<file path="src/rtl/pong_match_ctrl.sv">
// pong_match_ctrl: match sequencer for the VGA pong game.
// Gates ball motion, requests ball re-centre, keeps per-player scores and
// drives two 7-segment digits. Serve key is synchronised and debounced on
// the video frame tick.
// Optional feature macro: PONG_AUTO_SERVE_EN -- when defined, a SERVE that
// follows a point pause launches the ball on the next frame tick without a
// key press; the first serve after IDLE always needs a press.
module pong_match_ctrl #(
  parameter int unsigned WIN_SCORE       = 5,
  parameter int unsigned PAUSE_FRAMES    = 60,
  parameter int unsigned DEBOUNCE_FRAMES = 3
) (
  input  logic       clk,
  input  logic       rst_n,
  input  logic       frame_tick,
  input  logic       key_serve_n,
  input  logic       goal_left,
  input  logic       goal_right,
  output logic       ball_run,
  output logic       ball_reset,
  output logic       serve_dir,
  output logic [3:0] score_l,
  output logic [3:0] score_r,
  output logic [6:0] hex_l,
  output logic [6:0] hex_r,
  output logic       game_over,
  output logic [2:0] state
);

  localparam logic [2:0] ST_IDLE        = 3'd0;
  localparam logic [2:0] ST_SERVE       = 3'd1;
  localparam logic [2:0] ST_PLAY        = 3'd2;
  localparam logic [2:0] ST_POINT_PAUSE = 3'd3;
  localparam logic [2:0] ST_GAME_OVER   = 3'd4;

  localparam logic [3:0] WIN_Q      = 4'(WIN_SCORE);
  localparam logic [3:0] DB_FULL    = 4'(DEBOUNCE_FRAMES);
  localparam logic [3:0] DB_PRE     = 4'(DEBOUNCE_FRAMES - 1);
  localparam logic [7:0] PAUSE_LAST = 8'(PAUSE_FRAMES - 1);

  logic       key_meta;
  logic       key_sync;
  logic [3:0] db_cnt;
  logic       press;
  logic [7:0] pause_cnt;
  logic       serve_go;

  logic       gl_only;
  logic       gr_only;
  logic [3:0] score_l_nxt;
  logic [3:0] score_r_nxt;
  logic       win_hit;

  // Two-flop synchroniser for the asynchronous serve key (idle level is high)
  always_ff @(posedge clk) begin
    if (!rst_n) begin
      key_meta <= 1'b1;
      key_sync <= 1'b1;
    end else begin
      key_meta <= key_serve_n;
      key_sync <= key_meta;
    end
  end

  // Frame-rate debounce: count ticks while key low, one press pulse on reaching the limit
  always_ff @(posedge clk) begin
    if (!rst_n) begin
      db_cnt <= '0;
      press  <= 1'b0;
    end else begin
      press <= 1'b0;
      if (key_sync) begin
        db_cnt <= '0;
      end else if (frame_tick && (db_cnt != DB_FULL)) begin
        db_cnt <= db_cnt + 4'd1;
        press  <= (db_cnt == DB_PRE);
      end
    end
  end

`ifdef PONG_AUTO_SERVE_EN
  logic auto_armed;

  // Arm automatic launch only for a SERVE entered from the point pause
  always_ff @(posedge clk) begin
    if (!rst_n) begin
      auto_armed <= 1'b0;
    end else if (state == ST_POINT_PAUSE && frame_tick && pause_cnt == PAUSE_LAST) begin
      auto_armed <= 1'b1;
    end else if (state != ST_SERVE) begin
      auto_armed <= 1'b0;
    end
  end

  // SERVE leaves on a press, or on a frame tick once armed
  always_comb begin
    serve_go = press || (auto_armed && frame_tick);
  end
`else
  // SERVE leaves only on a debounced press
  always_comb begin
    serve_go = press;
  end
`endif

  // Goal decode and next scores; a simultaneous double goal is a replay
  always_comb begin
    gl_only     = goal_left && !goal_right;
    gr_only     = goal_right && !goal_left;
    score_l_nxt = score_l;
    score_r_nxt = score_r;
    if (gr_only && (score_l < WIN_Q)) begin
      score_l_nxt = score_l + 4'd1;
    end
    if (gl_only && (score_r < WIN_Q)) begin
      score_r_nxt = score_r + 4'd1;
    end
    win_hit = (score_l_nxt == WIN_Q) || (score_r_nxt == WIN_Q);
  end

  // Match sequencer with registered outputs
  always_ff @(posedge clk) begin
    if (!rst_n) begin
      state      <= ST_IDLE;
      ball_run   <= 1'b0;
      ball_reset <= 1'b0;
      serve_dir  <= 1'b0;
      score_l    <= '0;
      score_r    <= '0;
      game_over  <= 1'b0;
      pause_cnt  <= '0;
    end else begin
      ball_reset <= 1'b0;
      case (state)
        ST_IDLE: begin
          ball_run <= 1'b0;
          if (press) begin
            state      <= ST_SERVE;
            score_l    <= '0;
            score_r    <= '0;
            ball_reset <= 1'b1;
          end
        end
        ST_SERVE: begin
          ball_run <= 1'b0;
          if (serve_go) begin
            state    <= ST_PLAY;
            ball_run <= 1'b1;
          end
        end
        ST_PLAY: begin
          if (goal_left || goal_right) begin
            ball_run   <= 1'b0;
            ball_reset <= 1'b1;
            score_l    <= score_l_nxt;
            score_r    <= score_r_nxt;
            pause_cnt  <= '0;
            if (gr_only) begin
              serve_dir <= 1'b1;
            end else if (gl_only) begin
              serve_dir <= 1'b0;
            end
            if (win_hit) begin
              state     <= ST_GAME_OVER;
              game_over <= 1'b1;
            end else begin
              state <= ST_POINT_PAUSE;
            end
          end
        end
        ST_POINT_PAUSE: begin
          ball_run <= 1'b0;
          if (frame_tick) begin
            if (pause_cnt == PAUSE_LAST) begin
              state     <= ST_SERVE;
              pause_cnt <= '0;
            end else begin
              pause_cnt <= pause_cnt + 8'd1;
            end
          end
        end
        ST_GAME_OVER: begin
          ball_run <= 1'b0;
          if (press) begin
            state     <= ST_IDLE;
            game_over <= 1'b0;
          end
        end
        default: begin
          state     <= ST_IDLE;
          ball_run  <= 1'b0;
          game_over <= 1'b0;
          pause_cnt <= '0;
        end
      endcase
    end
  end

  function automatic logic [6:0] seg7(input logic [3:0] v);
    logic [6:0] s;
    case (v)
      4'd0:    s = 7'b1000000;
      4'd1:    s = 7'b1111001;
      4'd2:    s = 7'b0100100;
      4'd3:    s = 7'b0110000;
      4'd4:    s = 7'b0011001;
      4'd5:    s = 7'b0010010;
      4'd6:    s = 7'b0000010;
      4'd7:    s = 7'b1111000;
      4'd8:    s = 7'b0000000;
      4'd9:    s = 7'b0010000;
      default: s = 7'b1111111;
    endcase
    return s;
  endfunction

  // Digit decode follows the registered scores directly
  always_comb begin
    hex_l = seg7(score_l);
    hex_r = seg7(score_r);
  end

endmodule

</file>
<file path="config.mk">
export PLATFORM = sky130hd
export DESIGN_NAME = pong_match_ctrl
export DESIGN_NICKNAME = d
export VERILOG_FILES = /design/src/rtl/pong_match_ctrl.sv
export SDC_FILE = /design/constraint.sdc
export NUM_CORES = 1
export LEC_CHECK = 0
export ABC_AREA = 1
export BUFFER_PORTS_ARGS = -buffer_cell sky130_fd_sc_hd__buf_2
export CORE_AREA = 2 2 62 122
export CTS_BUF_LIST = sky130_fd_sc_hd__clkbuf_8 sky130_fd_sc_hd__clkbuf_16
export CTS_CLUSTER_DIAMETER = 100
export DETAILED_ROUTE_END_ITERATION = 8
export DIE_AREA = 0 0 64 124
export HOLD_SLACK_MARGIN = 0.05
export PLACE_DENSITY = 0.56
export SETUP_SLACK_MARGIN = 0.4
export SYNTH_ARGS = -nofsm -noshare
export SYNTH_HDL_FRONTEND = slang
export SYNTH_SLANG_ARGS = --single-unit
export TNS_END_PERCENT = 5
</file>
<file path="constraint.sdc">
create_clock -name clk -period 2.8 [get_ports clk]
set_clock_uncertainty 0.1 [all_clocks]
set_input_delay 0.14 -clock clk [delete_from_list [all_inputs] [get_ports clk]]
set_output_delay 0.14 -clock clk [all_outputs]
set_load 0.02 [all_outputs]
</file>
After elaboration in Yosys (flattened, before gate mapping)
Memory sizes are Yosys's and may differ from the RTL's. A register that Yosys moved wholly into a read port is not among the register bits.
Cells that the tools add are included.
{"block": "classes", "add_sub_neg": 4, "order_cmp": 2, "eq_ne": 16, "n_mux": 34, "bitwise_logic": 4, "reduce_logical": 21}
{"cell": "$mux W4", "count": 9}
{"cell": "$mux W8", "count": 3}
{"cell": "$pmux W8 S3", "count": 1}
{"cell": "$mux W3", "count": 7}
{"cell": "$pmux W4 S2", "count": 2}
{"cell": "$pmux W3 S5", "count": 1}
{"cell": "$ne A2 B2 Y1 const B", "count": 7}
{"cell": "$add A4 B1 Y4 const B", "count": 3}
{"cell": "$reduce_and A3 Y1", "count": 3}
{"cell": "$reduce_or A3 Y1", "count": 3}
{"cell": "$add A8 B1 Y8 const B", "count": 1}
{"cell": "$eq A4 B3 Y1 const B", "count": 2}
{"cell": "$eq A8 B6 Y1 const B", "count": 1}
{"cell": "$lt A4 B3 Y1 const B", "count": 2}
{"cell": "$mux W1", "count": 8}
{"cell": "$eq A3 B2 Y1 const B", "count": 2}
{"cell": "$reduce_and A6 Y1", "count": 1}
{"cell": "$logic_and A1 B1 Y1", "count": 5}
{"cell": "$eq A4 B2 Y1 const B", "count": 1}
{"cell": "$ne A4 B2 Y1 const B", "count": 1}
{"cell": "$not A1 Y1", "count": 4}
{"cell": "$pmux W1 S2", "count": 2}
{"cell": "$reduce_and A4 Y1", "count": 1}
{"cell": "$reduce_bool A2 Y1", "count": 2}
{"cell": "other kinds (7)", "count": 9}
{"block": "word_totals", "regBits": 30, "romBits": 224, "input_bits": 6, "output_inout_bits": 29, "elab_cells": 95, "memories": 2}
{"name": "(no name shown)", "words": 16, "word_bits": 7, "rd": 1, "rd_clocked_by_memory_dff": 1, "wr": 0, "line": "201", "source": "case (v)"}
{"name": "(no name shown)", "words": 16, "word_bits": 7, "rd": 1, "rd_clocked_by_memory_dff": 1, "wr": 0, "line": "201"}

Longest topological paths before layout
{"block": "logic_depth", "depth_word": 9, "ltp_mapped": 16, "mapped_depth_nobuf": 16}

Least setup slack after synthesis
OpenSTA, ideal clock, no wires.
{"block": "synth_timing", "path_kind": "reg-to-reg", "from": "register score_r[0]", "to": "register, netlist name hex_r[0]", "setup_ns": 0.121, "arrival_time_ns": 1.975, "t_required_ns": 2.579, "setup_slack_ns": 0.604, "path_stages_with_launch": 15, "n_path_buf": 0, "synth_period_minus_slack_ns": 2.196, "path_cell_list": "dfxtp_1 -> inv_1 -> ha_1 -> inv_1 -> nand2_1 -> nand2_1 -> nand2_1 -> nand2_1 -> nand2_1 -> a21oi_2 -> inv_1 -> ha_1 -> or2_0 -> nand2_1 -> nand2_1"}
{"block": "synth_between", "elab_chain_len": 7, "elab_cells_between_ends": 8, "cone_classes": "add/sub: 1; order compare: 1; mux: 5; reduce/logical: 1"}
{"item": "from (decl)", "line": "23", "source": "output logic [3:0] score_r,"}
{"item": "from (signal assigned)", "line": "156", "source": "score_r <= score_r_nxt;"}
{"item": "$lt A4 B3 Y1", "line": "115", "source": "if (gl_only && (score_r < WIN_Q)) begin"}
{"item": "$logic_and A1 B1 Y1", "line": "115"}
{"item": "$mux W4", "line": "115"}
{"item": "$mux W4", "line": "152", "source": "if (goal_left || goal_right) begin"}
{"item": "$pmux W4 S2", "line": "134", "source": "case (state)"}
{"item": "$mux W4 (no line) (*) (2 in series)"}
Mark *: on every way between the ends. The rest lies on a longest branch, timed or not. The select of a mux whose other input is x is not followed.
A chain may end at the register's enable or synchronous reset.

Final worst setup path
{"block": "layout_timing", "from": "register score_r[0]", "to": "register, netlist name hex_r[0]"}
{"block": "layout_between", "elab_chain_len": 7, "elab_cells_between_ends": 8, "cone_classes": "add/sub: 1; order compare: 1; mux: 5; reduce/logical: 1"}
{"item": "$lt A4 B3 Y1", "line": "115"}
{"item": "$logic_and A1 B1 Y1", "line": "115"}
{"item": "$mux W4", "line": "115"}
{"item": "$mux W4", "line": "152"}
{"item": "$pmux W4 S2", "line": "134"}
{"item": "$mux W4 (no line) (*) (2 in series)"}
Marked as above.

==> results.sh <==
export IMPL_grt_setup_unrepaired="true"
export IMPL_cts_root_buf="clkbuf_16"
export IMPL_detailedPlacementHpwl_microns=4130
export IMPL_r2r_end="hex_r[0]"
export IMPL_fmax_mhz=452
export IMPL_fin_cells=450
export IMPL_port_buffers=34
export IMPL_layout_cell_area_non_filler_sq_um=2860
export IMPL_placement_rows=43
export IMPL_ys_seq_area_frac=0.368
export IMPL_chipWidth_microns=64
export IMPL_whs_endpoint="score_r[2]"
export IMPL_grt_first_pass_wirelength_microns=8670
export IMPL_status="finished clean"
export IMPL_critical_path_launch_point_type="flop"
export IMPL_register_area_sq_um=882
export IMPL_hold_path_startpoint="rst_n"
export IMPL_multi_input_area_sq_um=1330
export IMPL_power_mw=1.27
export IMPL_clock_latency_on_the_worst_skew_pair_ns=0.28
export IMPL_ir_worst_vdd_mv=0.253
export IMPL_initial_core_util=0.345
export IMPL_worst_endpoint_required_ns=2.87
export IMPL_global_route_overflow=0
export IMPL_timing_worst_setup_path_type="reg -> reg"
export IMPL_worst_hold_path_type="in -> reg"
export IMPL_cts_path_max_buffers=2
export IMPL_mappedNetlistArea_sq_um=2390
export IMPL_tritoncts="done"
export IMPL_detailed_route_vias_per_instance=4.63
export IMPL_ys_types=39
export IMPL_drc=0
export IMPL_timing_critical_path_to_type="flop"
export IMPL_rrSetupSlack_ns=0.59
export IMPL_ctsHtreeMaxLevel=2
export IMPL_drtAntennaViolNets=0
export IMPL_drtPass1Iterations=4
export IMPL_netlist_instances=318
export IMPL_final_period_utilization=0.790
export IMPL_largest_net_degree_at_the_start_of_global_routing=18
export IMPL_detail_route_wl_per_cell_microns=11.4
export IMPL_cts_made_buffers=5
export IMPL_place_inst=440
export IMPL_timing_critical_path_arrival_ns=2.28
export IMPL_tns_ns=0
export IMPL_ys_warn_count=0
export IMPL_timing_max_cap_violations=0
export IMPL_io_pins=35
export IMPL_drt_wl_total_microns=5130
export IMPL_die_area_sq_um=7940
export IMPL_synth_avg_cell_area_sq_um=7.53
export IMPL_max_slew_margin=0.542
export IMPL_yosys_register_bits=44
export IMPL_via_count_of_the_first_global_routing_pass=2068
export IMPL_coreArea_sq_um=6940
export IMPL_fill_cells=729
export IMPL_hold_depth=3
export IMPL_final_hold_viol_count=0
export IMPL_vias=2084
export IMPL_timing_critical_path_from="score_r[0]"
export IMPL_dr_first_iter_drc_count=92
export IMPL_crit_fanout=5
export IMPL_timing_worst_slew_pin_value_ns=0.686
export IMPL_worst_r2r_cell_count=14
export IMPL_finish_utilization=0.411
export IMPL_flow_area_growth_from_synthesis_pct=19.2
export IMPL_die_y_microns=124
export IMPL_leakagePower_nw=1.41
export IMPL_number_of_antenna_violations_at_the_first_check_in_global_routing=0
export IMPL_placed_inst_area_sq_um=2670
export IMPL_gp_congestion=0.814
export IMPL_cts_reportedPaths_clkPinSlew_ns=0.06
export IMPL_timing_rr_start="score_r[0]"
export IMPL_final_layout_size_suffix_gt1_frac=0.206
export IMPL_finalSetupViolations=0
export IMPL_power_per_cell_area_nw_per_um2=445
export IMPL_insertedDiodeCount=0
export IMPL_numClockSinks=44
export IMPL_syn_num_nets=344
export IMPL_maxSlewViolCount=0
export IMPL_groute_usage_overall=0.138
export IMPL_nets=386
export IMPL_layout_min_cycle_time_ns=2.21
-- worst max-delay path, stage by stage, from the launching register on --
cell and delay [ns]:
dfxtp_1 0.37, inv_1 0.09, ha_1 0.19, inv_1 0.05
nand2_1 0.06, nand2_1 0.14, nand2_1 0.06, nand2_1 0.08
nand2_1 0.11, a21oi_4 0.21, inv_1 0.12, ha_1 0.19
or2_0 0.21, nand2_1 0.06, nand2_1 0.04
-- how the worst max path moves through the flow --
stage	end	slack, ns	cells after the start
global route	hex_r[0]	0.32	14
CTS	hex_r[0]	0.55	14
floorplan	hex_r[0]	0.60	14
global placement	hex_l[0]	0.56	15
finish	hex_r[0]	0.59	14
detailed placement	hex_l[3]	0.57	15
-- state kept, by name, indices dropped and copies added, names as in the netlist, 3 cells and up --
register and flops:
pause_cnt 8, score_l 4, hex_r 7, score_r 4, db_cnt 4, state 3
hex_l 7
-- cells in the mapped netlist --
cell type | number | area (sq um)
o21ai_4 | 1 | 16.3
o211ai_1 | 1 | 7.51
dfxtp_1 | 44 | 881
nand2_1 | 91 | 342
and3_1 | 1 | 6.26
nand2_2 | 3 | 18.8
a21oi_4 | 2 | 32.5
buf_2 | 1 | 5.00
o21a_1 | 1 | 7.51
ha_1 | 20 | 250
nor3_1 | 10 | 50.1
or2_0 | 2 | 12.5
a211oi_1 | 2 | 15.0
inv_2 | 9 | 33.8
inv_1 | 40 | 150
a31oi_1 | 1 | 6.26
nor2_1 | 22 | 82.6
a22oi_1 | 1 | 7.51
xor2_1 | 1 | 8.76
nand2_8 | 2 | 40.0
o21ai_2 | 1 | 8.76
nand2_4 | 4 | 45.0
o21ai_0 | 4 | 20.0
nand3_2 | 1 | 10.0
nor2_2 | 1 | 6.26
o22ai_1 | 2 | 12.5
nand3b_1 | 2 | 15.0
o22ai_4 | 2 | 40.0
o21bai_1 | 1 | 7.51
nor3b_1 | 1 | 7.51
clkbuf_1 | 1 | 3.75
nand3_1 | 18 | 90.1
a21oi_1 | 15 | 75.1
or2_2 | 2 | 12.5
nor2_8 | 1 | 20.0
xnor2_1 | 2 | 17.5
nand4_1 | 1 | 6.26
o21ai_1 | 3 | 15.0
a21oi_2 | 1 | 8.76
-- metal layers --
metal  share of wire  track usage  wire (microns)
met2            0.56        0.269            2850
met5               0            0               0
met4           0.043       0.0856             223
met3           0.029       0.0163             148
met1            0.37        0.134            1910
-- area by class of cell --
type	count	share of cell area
timing repair buffer	37	0.0684
tap	90	0.0394
inverter	49	0.0644
clock buffer	7	0.0535
multi-input combinational	223	0.465
sequential	44	0.309
-- kinds of logic after synthesis --
logic type / Yosys count / share of synthesized area
AOI/OAI and AO/OA: 38 / 0.117
xor gates and xnor gates: 3 / 0.0110
adders and majority gates: 20 / 0.104
buffers and inverters: 51 / 0.0805
DFF: 44 / 0.368
and+or+nand+nor: 162 / 0.319
-- layout by cell type (no fill, tap or decap), types with 2 or more instances in the layout --
master | synthesis | layout
or2_0 | 2 | 2
nand2_4 | 4 | 4
a21oi_4 | 2 | 3
inv_1 | 40 | 40
a21oi_1 | 15 | 15
o21ai_1 | 3 | 3
buf_4 | 0 | 2
dfxtp_1 | 44 | 43
buf_2 | 1 | 34
clkbuf_8 | 0 | 2
o22ai_4 | 2 | 2
xnor2_1 | 2 | 2
nand3_1 | 18 | 18
or2_2 | 2 | 2
nand2_8 | 2 | 2
nor3_1 | 10 | 10
o21ai_0 | 4 | 4
ha_1 | 20 | 20
inv_2 | 9 | 9
nand2_2 | 3 | 3
clkbuf_16 | 0 | 5
nand2_1 | 91 | 91
nand3b_1 | 2 | 2
nor2_1 | 22 | 22
o22ai_1 | 2 | 2
a211oi_1 | 2 | 2
-- power breakdown --
part	total [mW]	internal [mW]	switching, mW
clock network	0.603	0.374	0.228
registers	0.628	0.628	0.000670
logic	0.0390	0.0119	0.0271
total	1.27	1.01	0.256
-- per-stage QoR --
step                      setup slack (ns)  hold slack [ns]
after floorplan                      0.604            0.147
after global placement               0.557            0.230
after detailed placement             0.567            0.232
after CTS                            0.549            0.173
after global routing                 0.317            0.194
final                                0.588            0.176
-- repair_timing --
| item | CTS | global route |
|---|---|---|
| setup buffers | 0 | 2 |
| endpoints found under the hold margin | 1 | 0 |
| setup endpoints to repair | 0 | 6 |
| hold buffers | 1 | 0 |
| gates resized for setup | 0 | 2 |
Power figures use the tool's default switching activity.
